===== config.mk =====
export PLATFORM = sky130hd
export DESIGN_NAME = priority_encoder_sync
export DESIGN_NICKNAME = d
export VERILOG_FILES = /design/src/rtl/priority_encoder_sync.sv
export SDC_FILE = /design/constraint.sdc
export NUM_CORES = 1
export LEC_CHECK = 0
export CELL_PAD_IN_SITES_DETAIL_PLACEMENT = 0
export CELL_PAD_IN_SITES_GLOBAL_PLACEMENT = 1
export CORE_AREA = 2 2 39 41
export DETAILED_ROUTE_END_ITERATION = 10
export DIE_AREA = 0 0 41 43
export GPL_ROUTABILITY_DRIVEN = 0
export MAX_ROUTING_LAYER = met4
export PLACE_DENSITY_LB_ADDON = 0.08
export SLEW_MARGIN = 20
export SYNTH_ARGS = -nofsm -noshare
export SYNTH_HDL_FRONTEND = slang
export SYNTH_SLANG_ARGS = --single-unit

===== constraint.sdc =====
create_clock -name clk -period 0.9 [get_ports clk]
set_clock_uncertainty 0.1 [all_clocks]
set_input_delay 0.18 -clock clk [delete_from_list [all_inputs] [get_ports clk]]
set_output_delay 0.18 -clock clk [all_outputs]
set_load 0.02 [all_outputs]

===== src/rtl/priority_encoder_sync.sv =====
// rtl/priority_encoder_sync.sv - registered highest-index-wins priority encoder (optional PRIO_MASK_EN adds a request mask)
module priority_encoder_sync #(
    parameter int WIDTH = 4
) (
    input  logic                     clk,
    input  logic                     rst_n,
    input  logic                     en,
    input  logic [WIDTH-1:0]         in,
`ifdef PRIO_MASK_EN
    input  logic [WIDTH-1:0]         mask,
`endif
    output logic [$clog2(WIDTH)-1:0] out,
    output logic                     valid,
    output logic [WIDTH-1:0]         grant
);

    localparam int OUT_W = $clog2(WIDTH);

    logic [WIDTH-1:0] req;
    logic [OUT_W-1:0] idx;
    logic             any;
    logic [WIDTH-1:0] grant_next;

    // Effective request vector: masked requests never reach the encoder.
    always_comb begin
`ifdef PRIO_MASK_EN
        req = in & ~mask;
`else
        req = in;
`endif
    end

    // Ascending scan so the last (highest) set bit overwrites lower ones;
    // an all-zero vector leaves idx at 0 and grant empty.
    always_comb begin
        idx = '0;
        any = |req;
        for (int i = 0; i < WIDTH; i++) begin
            if (req[i]) begin
                idx = i[OUT_W-1:0];
            end
        end
        grant_next = any ? (WIDTH'(1) << idx) : '0;
    end

    // Output registers: capture on en, hold otherwise; reset clears without a clock.
    always_ff @(posedge clk or negedge rst_n) begin
        if (!rst_n) begin
            out   <= '0;
            valid <= 1'b0;
            grant <= '0;
        end else if (en) begin
            out   <= idx;
            valid <= any;
            grant <= grant_next;
        end
    end

endmodule


==> run summary <==
Status: finished, violations left
Failing checks: negative setup slack
Max Clock Freq: 946 MHz
Final period util: 117%
Synth top area cells: dfrtp_1 (58%), a31o_2 (5.8%), o41ai_2 (5.3%), nor2_1 (4.9%), nand2b_1 (4.1%)
Overall Global Routing Usage: 10.5%
Number of CTS-inserted buffers: 3
P per Cell Area: 1520 nW/um^2
DRT Pass-1 Iters: 4
CP Class: reg2out
Unrepaired setup endpoints after global routing: yes
Number of synthesized flops with an enable pin: 0
Synthesized Nets: 33
Final setup viols: 10
Diode count: 0
Min-delay worst type: in2async
Required @ worst endpoint: 0.62 ns
Arr. time, crit path: 0.78 ns
Drt wl/cell: 11.5 um
PortBufs: 13
Synth unique cells: 13
Residual DRC: 0
Later-pin clock latency in the skew report: 0.25 ns
Asr flop ratio synth: 100%
WL final: 747 um
I/O pin count: 14
Yosys top cell by area: dfrtp_1
Root buffer cell: clkbuf_4
Filler cell count in the final layout: 142
Row cnt: 14
Crit Path Max Fanout: 2
Worst setup EP type: output pin
Yosys top cell area share: 57.6%
CTS tree: built
Die width: 41 um
CP startpoint kind: register
Total congestion overflow: 0
WP buf/inv: 1
Vias in the first global route: 263
Synthesized area: 304 um^2
Slew HR: 85.7%
Final Hold Viols: 0
CTS H-tree depth: 1
CP max stage delay: 0.40 ns
Die height: 43 um
Post-layout min period: 1.06 ns
Setup TNS: -1.19 ns
First-pass GRT wire length: 1100 um
Top FF cell, synth: dfrtp_1
Syn Area/Cell: 11.7 um^2
Vias per cell: 4.37
Yosys warns: 0
Synth Register Bits: 7
Die area: 1760 um^2
Detailed Place HPWL: 582 um
Initial antenna violation count: 0
Leak: 0.259 nW
Worst ir drop on vdd: 0.612 mV
# clock sinks: 7
Remaining antenna violation count: 0
CP Depth: 1
Sequential area share after synthesis: 57.6%
Synthesized netlist cell count: 26
Core box area: 1380 um^2
Cts hold-fix bufs: 0
CTS Buffer Depth: 2
Final nets: 57
Area Growth Syn to Fin: 77.8%
Clock transition at path regs: 0.05 ns
Pin count of the biggest net entering global routing: 9
Number of DRC markers in iteration 0: 4
Slew of the pin with the lowest slew margin: 0.213 ns
Share of cells above drive strength 1: 49.0%
Final Util: 39.1%
Slew Viols, Final: 0
Cell family with most CP delay: flip-flops
Setup WS post-layout: -0.157 ns
Cells on worst reg2reg path: 2
Worst path slowest cell: dfrtp_2
CP cell instances: buf_6
Max-Cap Viols: 0
Final Power: 0.823 mW
Vias after detailed routing: 284
Initial core utilization: 22.0%
cells in the final DEF, fill, tap and decap left out, drive strengths merged, types with 2 or more instances in the layout:
cell type / synthesis / final
nor2: 4 / 4
dlygate4sd2: 0 / 4
nand2b: 2 / 2
nor2b: 2 / 2
a21oi: 2 / 2
dfrtp: 7 / 7
clkbuf: 0 / 4
a31o: 2 / 2
buf: 1 / 14
routing by layer:
layer	wire length, um	GRT usage [%]	vias up	part of all wire, %
met5	0	-	-	0
met4	0	10.0	0	0
met3	78	3.66	0	10
met2	349	12.2	11	47
met1	318	13.2	134	43
li1	-	-	139	-
final timing paths:
kind                               start  endpoint  slack, ns
worst max-delay path            grant[3]  grant[3]      -0.16
min in group clk                   in[0]  grant[0]       0.13
worst min-delay path               rst_n  grant[1]       0.12
worst min register to register  grant[0]  grant[0]       0.42
worst max register to register  grant[3]  grant[3]      -0.10
max in group asynchronous          rst_n     valid       0.46
cell usage after synthesis (all sizes together) (2+ instances only):
library cell	n
nor2b	2
nor2	4
nand2b	2
dfrtp	7
a31o	2
a21oi	2
where the power goes:
group / switching (mW) / internal, mW / total, mW
clock: 0.116 / 0.169 / 0.285
sequential: 0.0145 / 0.338 / 0.352
combinational: 0.0807 / 0.105 / 0.185
layout make-up:
class / instances / area [um^2] / area share, %
Sequential cell: 7 / 176 / 32.6
Tap cell: 16 / 20.0 / 3.70
Clock buffer: 4 / 26.3 / 4.86
Multi-Input combinational cell: 17 / 121 / 22.5
Inverter: 1 / 3.75 / 0.694
Timing Repair Buffer: 20 / 193 / 35.6
through the flow:
step	std cells	cell area (um^2)	hold WS (ns)	setup slack, ns
2_1_floorplan	26	305	-0.216	-0.0947
3_3_place_gp	60	489	0.377	-0.431
4_1_cts	64	523	0.116	-0.180
5_1_grt	65	541	0.150	-0.186
3_5_place_dp	60	489	0.383	-0.438
6_report	65	541	0.125	-0.157
what timing repair did:
action,CTS,global route
pin swaps,1,1
resized for setup,47,3
setup buffers,1,1
setup endpoints to repair,14,11
cell families (layout without fill, tap and decap cells):
logic type	count (synthesis)	after routing	share of synthesized area (%)
mux	1	1	3.70
simple gates	10	10	17.3
flops	7	7	57.6
compound gates	6	6	16.5
buf+inv	2	25	4.94
sequential cells by signal, indices dropped and copies added, names as in the netlist:
signal / flops
grant: 4
out: 2
valid: 1
Note: power is estimated with default switching activity, not from simulation.
